[src/rtl/jk_bank_driver.sv]
// jk_bank_driver
//
// Command initiator for a bank of N JK flip-flops that share CLK with this
// block. A LOAD/SET/CLEAR/TOGGLE command is accepted over a REQ/ACK
// handshake in IDLE. The block then drives J/K excitation for one cycle
// (DRIVE) and checks the bank's Q against the latched target (CHECK). It
// reports DONE on a match. On a mismatch it retries up to RETRY times and
// then reports ERR.
//
// Parameters:
//   N      bank width (1..32)
//   RETRY  extra drive attempts after a failed check (0..7)
//
// Ports:
//   CLK    clock; all state updates on posedge
//   RSTB   asynchronous active-low reset
//   REQ    command request, only sampled in IDLE
//   CMD    00 LOAD, 01 SET, 10 CLEAR, 11 TOGGLE
//   DATA   LOAD value, or bit mask for SET/CLEAR/TOGGLE
//   Q      feedback from the JK bank outputs
//   J, K   registered excitation to the bank
//   ACK    one-cycle pulse, command accepted
//   BUSY   high while in DRIVE or CHECK
//   DONE   one-cycle pulse, bank reached the target
//   ERR    one-cycle pulse, retries exhausted without reaching the target

module jk_bank_driver #(
  parameter int N     = 8,
  parameter int RETRY = 2
) (
  input  logic         CLK,
  input  logic         RSTB,
  input  logic         REQ,
  input  logic [1:0]   CMD,
  input  logic [N-1:0] DATA,
  input  logic [N-1:0] Q,
  output logic [N-1:0] J,
  output logic [N-1:0] K,
  output logic         ACK,
  output logic         BUSY,
  output logic         DONE,
  output logic         ERR
);

  typedef enum logic [1:0] {
    IDLE  = 2'd0,
    DRIVE = 2'd1,
    CHECK = 2'd2
  } state_t;

  localparam logic [1:0] CMD_LOAD   = 2'b00;
  localparam logic [1:0] CMD_SET    = 2'b01;
  localparam logic [1:0] CMD_CLEAR  = 2'b10;
  localparam logic [1:0] CMD_TOGGLE = 2'b11;

  localparam logic [2:0] RETRY_MAX = 3'(RETRY);

  state_t       state;
  logic [N-1:0] tgt;
  logic [2:0]   retry_cnt;

  logic [N-1:0] req_tgt;
  logic [N-1:0] req_diff;
  logic [N-1:0] chk_diff;

  // Target the bank should reach, derived from the Q seen at the accepting edge.
  always_comb begin
    req_tgt = DATA;
    case (CMD)
      CMD_LOAD:   req_tgt = DATA;
      CMD_SET:    req_tgt = Q | DATA;
      CMD_CLEAR:  req_tgt = Q & ~DATA;
      CMD_TOGGLE: req_tgt = Q ^ DATA;
      default:    req_tgt = DATA;
    endcase
  end

  // Bits that still have to move. Only these get set/reset excitation, so
  // J and K are never both high on a set/reset drive.
  assign req_diff = req_tgt ^ Q;
  assign chk_diff = tgt ^ Q;

  // Single FSM with all outputs registered. ACK/DONE/ERR default low each
  // cycle so they come out as one-cycle pulses. A TOGGLE uses J=K=mask only
  // on its first attempt; any retry falls back to set/reset excitation
  // computed from the current Q versus the latched target.
  always_ff @(posedge CLK or negedge RSTB) begin
    if (!RSTB) begin
      state     <= IDLE;
      tgt       <= '0;
      retry_cnt <= '0;
      J         <= '0;
      K         <= '0;
      ACK       <= 1'b0;
      BUSY      <= 1'b0;
      DONE      <= 1'b0;
      ERR       <= 1'b0;
    end else begin
      ACK  <= 1'b0;
      DONE <= 1'b0;
      ERR  <= 1'b0;
      case (state)
        IDLE: begin
          J <= '0;
          K <= '0;
          if (REQ) begin
            tgt   <= req_tgt;
            ACK   <= 1'b1;
            BUSY  <= 1'b1;
            state <= DRIVE;
            if (CMD == CMD_TOGGLE) begin
              J <= DATA;
              K <= DATA;
            end else begin
              J <= req_tgt & req_diff;
              K <= ~req_tgt & req_diff;
            end
          end
        end
        DRIVE: begin
          // The bank captures J/K on this edge; release it to hold afterwards.
          J     <= '0;
          K     <= '0;
          state <= CHECK;
        end
        CHECK: begin
          if (Q == tgt) begin
            BUSY      <= 1'b0;
            DONE      <= 1'b1;
            retry_cnt <= '0;
            state     <= IDLE;
          end else if (retry_cnt < RETRY_MAX) begin
            retry_cnt <= retry_cnt + 3'd1;
            J         <= tgt & chk_diff;
            K         <= ~tgt & chk_diff;
            state     <= DRIVE;
          end else begin
            BUSY      <= 1'b0;
            ERR       <= 1'b1;
            retry_cnt <= '0;
            state     <= IDLE;
          end
        end
        default: begin
          J     <= '0;
          K     <= '0;
          BUSY  <= 1'b0;
          state <= IDLE;
        end
      endcase
    end
  end

endmodule

[config.mk]
export PLATFORM = sky130hd
export DESIGN_NAME = jk_bank_driver
export DESIGN_NICKNAME = d
export VERILOG_FILES = /design/src/rtl/jk_bank_driver.sv
export SDC_FILE = /design/constraint.sdc
export NUM_CORES = 1
export LEC_CHECK = 0
export ABC_CLOCK_PERIOD_IN_PS = 1720
export CAP_MARGIN = 40
export CORE_MARGIN = 3
export CORE_UTILIZATION = 25
export DETAILED_ROUTE_END_ITERATION = 8
export GPL_TIMING_DRIVEN = 0
export PLACE_DENSITY = 0.41
export SETUP_SLACK_MARGIN = 0.4
export SKIP_CTS_REPAIR_TIMING = 1
export SLEW_MARGIN = 10
export SYNTH_ARGS = -nofsm -noshare
export SYNTH_HDL_FRONTEND = slang
export SYNTH_SLANG_ARGS = --single-unit
[constraint.sdc]
create_clock -name CLK -period 1.72 [get_ports CLK]
set_input_delay 0.344 -clock CLK [delete_from_list [all_inputs] [get_ports CLK]]
set_output_delay 0.344 -clock CLK [all_outputs]
set_load 0.05 [all_outputs]
### After elaboration in Yosys (flattened, before gate mapping)

Index checks and enable logic that the tools add are counted.

* add/subtract/negate cells: 1
* equality and inequality tests: 10
* reductions and logical operators: 5
* bitwise operators: 13
* magnitude comparators: 1
* muxes and demuxes: 28

Operators by type and width (number)
* 8-bit two-way mux: 8
* 8-bit bitwise AND: 5
* 8-bit case mux with 2 select lines: 2
* 8-bit case mux with 4 select lines: 1
* 8-bit NOT: 3
* 8-bit XOR: 3
* 1-bit two-way mux: 12
* 8-bit == test: 1
* 8-bit bitwise OR: 1
* 2-bit == test (second input constant): 3
* 3-bit two-way mux: 2
* 2-bit inequality test (second input constant): 3
* 2-bit case mux with 3 select lines: 1
* 2-bit by 1-bit == test with 1-bit output (second input constant): 2
* 2-bit zero test: 2
* 2-bit AND reduction: 2
* 3-bit by 1-bit adder with 3-bit output (second input constant): 1
* 3-bit by 2-bit less-than comparator with 1-bit output (second input constant): 1
* 3-bit inequality test (second input constant): 1
* 1-bit case mux with 3 select lines: 1
* 3-bit AND reduction: 1
* 2-bit two-way mux: 1
* 1-bit NOT: 1

* input bits: 21
* bits in registers: 33
* output and inout port bits: 20

### Logic depth before layout (Yosys ltp)

Gate-level depths: netlist of the first run.

* depth in word-level cells: 8
* mapped depth: 8

### Worst setup path before layout of the first run

Ideal clock, no wire load.

* kind: input to register
* start: input port Q[0]
* end: register J[3]
* setup slack: 149 ps
* stages: 7
* data required time: 1596 ps
* library setup time: 124 ps
* data arrival time: 1447 ps
* buffers on the path: 1
* cell sequence: inv_1 > ha_1 > nand4_1 > o21ai_1 > a21o_1 > buf_2 > o2bb2ai_1

* cells in the longest elaborated chain, start to end: 3

RTL lines
* start: declaration: RTL line 36 `input logic [N-1:0] Q,`
* 8-bit == test: RTL line 127 `if (Q == tgt) begin`
* 2-bit inequality test (no line)
* 2-bit AND reduction (no line)
* end signal: assignment: RTL line 115 `J <= req_tgt & req_diff;`
* end signal: assignment: RTL line 134 `J <= tgt & chk_diff;`
* end: declaration: RTL line 37 `output logic [N-1:0] J,`

Every way passes these cells.
A chain may end at the register's enable or synchronous reset.

### Worst setup path after layout of the first run

* start: register tgt[2]
* end: register K[2]

* cells in the longest elaborated chain, start to end: 5
* elaborated cells on any way between the ends: 9
* those cells by class: eq/ne (2); mux (3); bitwise (3); reduce/logical (1)

RTL lines
* start: declaration: RTL line 59 `logic [N-1:0] tgt;`
* start signal: assignment: RTL line 107 `tgt <= req_tgt;`
* 8-bit XOR or 8-bit NOT (tied branches): RTL line 81, 135
* 8-bit bitwise AND: RTL line 135 `K <= ~tgt & chk_diff;`
* 8-bit two-way mux: RTL line 132 `end else if (retry_cnt < RETRY_MAX) begin`
* 8-bit two-way mux: RTL line 127
* 8-bit case mux with 2 select lines: RTL line 102 `case (state)`
* end signal: assignment: RTL line 116 `K <= ~req_tgt & req_diff;`
* end signal: assignment: RTL line 135
* end: declaration: RTL line 38 `output logic [N-1:0] K,`

Parallel ways exist; a longest one is shown, timed or not. The select of a mux whose other input is x is not followed.

==> results of run 1 <==
## layer usage
| metal | vias up | global-route usage, % | routed length (µm) |
|---|---|---|---|
| li1 | 1069 | - | - |
| met1 | 1057 | 19.6 | 3810 |
| met2 | 39 | 21.2 | 3630 |
| met3 | 4 | 2.78 | 314 |
| met4 | 0 | 2.85 | 56 |
| met5 | - | 0 | 0 |
## worst max-delay path: cells and delay by family (launching register included)
kind | cells | cell delay (ps)
AND/OR/NAND/NOR | 2 | 420
flip-flops | 1 | 390
AO/OA/AOI/OAI | 2 | 310
adder cells (fa/ha/maj) | 1 | 290
buffers and inverters | 2 | 240
## through the flow
step	area [µm²]	hold WS, ps	utilization (%)
final	3360	491	32.6
after global routing	3360	521	32.6
after CTS	3370	-36.5	32.7
after detailed placement	3300	287	32.0
after global placement	3280	480	31.7
after floorplan	2730	48.4	-
## state kept, by name, summed over array words and instances (netlist names)
| name | count |
|---|---|
| J | 8 |
| K | 8 |
| tgt | 8 |
| retry_cnt | 3 |
| state | 2 |
| ACK | 1 |
| BUSY | 1 |
| DONE | 1 |
| ERR | 1 |
## final cells by class
type                            instances  area [µm²]  share of cell area, %
Multi-Input combinational cell        169        1650                   48.9
Sequential cell                        33         826                   24.6
Timing Repair Buffer                   50         330                   9.82
Inverter                               42         183                   5.43
Tap cell                              136         170                   5.06
Buffer                                 15         135                   4.02
Clock buffer                            5        68.8                   2.05
Clock inverter                          1        5.00                  0.149
## power by group through the flow
stage	Combinational, mW	Sequential, mW	Clock [mW]
finish	2.45	1.30	0.553
global route	2.69	1.35	0.618
CTS	2.48	1.30	0.586
detailed placement	2.46	1.31	0
global placement	2.46	1.32	0
floorplan	1.15	1.81	0
## cell usage after synthesis (5+ instances only)
cell | instances | share of area (%)
sky130_fd_sc_hd__inv_1 | 40 | 5.6
sky130_fd_sc_hd__o21a_1 | 8 | 2.3
sky130_fd_sc_hd__ha_1 | 33 | 16
sky130_fd_sc_hd__buf_4 | 5 | 1.4
sky130_fd_sc_hd__a21oi_1 | 17 | 3.2
sky130_fd_sc_hd__o22ai_1 | 14 | 3.3
sky130_fd_sc_hd__dfrtp_1 | 33 | 31
sky130_fd_sc_hd__a22oi_1 | 22 | 6.2
sky130_fd_sc_hd__buf_2 | 6 | 1.1
sky130_fd_sc_hd__mux4_1 | 5 | 4.9
sky130_fd_sc_hd__o2bb2ai_1 | 16 | 5.3
sky130_fd_sc_hd__nand2_1 | 11 | 1.6
sky130_fd_sc_hd__o21ai_0 | 7 | 1.3
sky130_fd_sc_hd__a22oi_2 | 10 | 4.7
## kinds of logic (layout without fill, tap and decap cells)
group,Yosys count,in the layout,synth area share [%]
adder cells (fa/ha/maj),33,33,15.5
multiplexers,8,8,7.48
AO/OA/AOI/OAI,103,103,29.3
flip-flops,33,33,31.0
buffers and inverters,57,113,10.6
AND/OR/NAND/NOR,25,25,6.11
## worst min path at each step
stage	startpoint	end	slack [ps]	cells past startpoint
after floorplan	RSTB	ACK	50	0
after global placement	J[7]	J[7]	480	1
after detailed placement	RSTB	tgt[5]	290	1
after CTS	RSTB	tgt[5]	-40	1
after global routing	J[1]	J[1]	520	1
final	K[6]	K[6]	490	1
==> results.toml, run 1 <==
[run_status]
run_status = "finished, violations left"
violations = "negative setup slack"

[routing]
routed_wirelength_mm = 7.81
route.detailed.vias_per_inst = 4.81
drt_pre_antenna_iters = 4
first_iter_violations = 83
detail_route.drc_violations = 0
num_vias = 2169
antenna_left = 0
route.detailed.wl_per_inst_um = 17.3

[clocking]
numClockSinks = 33
ctsLongestPathBuffers = 2
cts_tree = "yes"
number_of_h_tree_levels = 2
clkTransAtPathRegs_ps = 70
cts_inserted_buffers = 5
clock-root-buffer = "sky130_fd_sc_hd__clkbuf_8"
clock_insertion_delay_worst_skew_ps = 290

[sta]
post-route-period-util_pct = 101
slew-limit-headroom_pct = 74.8
slew_viol_final = 0
worstMarginPinSlew_ps = 377
post_layout_min_period_ps = 1740
fin_clk_skew_ps = 7.74
rsz0062_at_grt = "yes"
smallest_setup_slack_after_layout_ps = -18.0
fmax_ghz = 0.575
setup-violations-final = 9
final-hold-violation-count = 0
fin_tns_setup_ps = -124

[yosys]
number_of_warnings_printed_during_yosys_synthesis = 0
ys.flop_type = "sky130_fd_sc_hd__dfrtp_1"
synth.cell_area_um2 = 2660
synth.yosys.seq_area_share_pct = 31.0
avgSynthCellArea_um2 = 10.3
ys_ff_latch = 33
synth-edff-count = 0
async_flop_share_pct = 100
synthesis.nets = 313
synth_cells = 259
netlist-cell-type-count = 34

[global_route]
grt_pass1_vias = 2191
antenna_found_initial = 0
grt_first_pass_wirelength_mm = 12.2
gr_overflow_total = 0
global_router_s_overall_resource_usage_pct = 13.6
grt_max_degree = 22

[placement]
detailedPlace.worstSlack_ps = -771
numPlacedInstances = 434
detailedPlacementHpwl_mm = 5.72
place_congestion = 0.798
port_buffers = 38

[setup_path]
crit_path_end = "K[2]"
worstSetupEndpointType = "flop"
startpoint_type = "flop"
crit_slowest_cell = "sky130_fd_sc_hd__dfrtp_1"
critical_path_arrival_ps = 1950
critical_path.reg2reg.endpoint = "K[2]"
critical_path_required_ps = 1930
critical_path.cell_chain = "ha_1 > nand4_1 > nor2_4 > inv_2 > a21oi_4 > buf_6 > o2bb2ai_1"
worst_r2r_path_depth = 7
cp_slowest_stage_delay_ps = 390
r2r_slack_ps = -20
worstReg2RegStart = "tgt[2]"
timing.setup.critical_path_class = "reg -> reg"
timing.critical_path.fanout_max = 10
critPathLaunch = "tgt[2]"

[power_and_ir_drop]
netSwitchingFraction_pct = 48.9
p_per_area_nw_per_um2 = 1280
p_total_mw = 4.30
max-vdd-ir-drop_mv = 0.607
internal_power_mw = 2.20
power.net_switching_mw = 2.11
leakage_power_nw = 1.50
power.share.combinational_pct = 56.8
share_seq_of_total_power_pct = 30.3
p_clk_share_pct = 12.8

[floorplan]
floorplan.core_area_um2 = 10300
die_area_um2 = 11900
floorplan.io_pins = 41
initial_utilization_pct = 25.8
die_w_um = 109
rows = 37
floorplan.die.height_um = 109

[finish]
layoutNonFillerInstCount = 451
insertedDiodeCount = 0
commonest_non_fill_non_tap_cells_in_the_layout = "sky130_fd_sc_hd__dfrtp_1 (33), sky130_fd_sc_hd__inv_1 (27), sky130_fd_sc_hd__clkbuf_2 (27), sky130_fd_sc_hd__ha_1 (26), sky130_fd_sc_hd__a22oi_1 (21)"
layout_commonest_cell = "sky130_fd_sc_hd__dfrtp_1"
final_layout_size_suffix_gt1_share_pct = 39.7
n_fill_cell = 1081
nets = 370
synthToLayoutAreaGrowth_pct = 26.4

[hold_path]
hold_path_class = "reg -> reg"

[flow_run]
timing.max_cap.violations = 0
Note: power is estimated with default switching activity, not from simulation.
==> inputs of run 2 (changes only) <==
Settings changed: CTS_BUF_LIST set to sky130_fd_sc_hd__clkbuf_8.
==> results of run 2 <==
Final layout, timing and power as in run 1 (identical DEF).
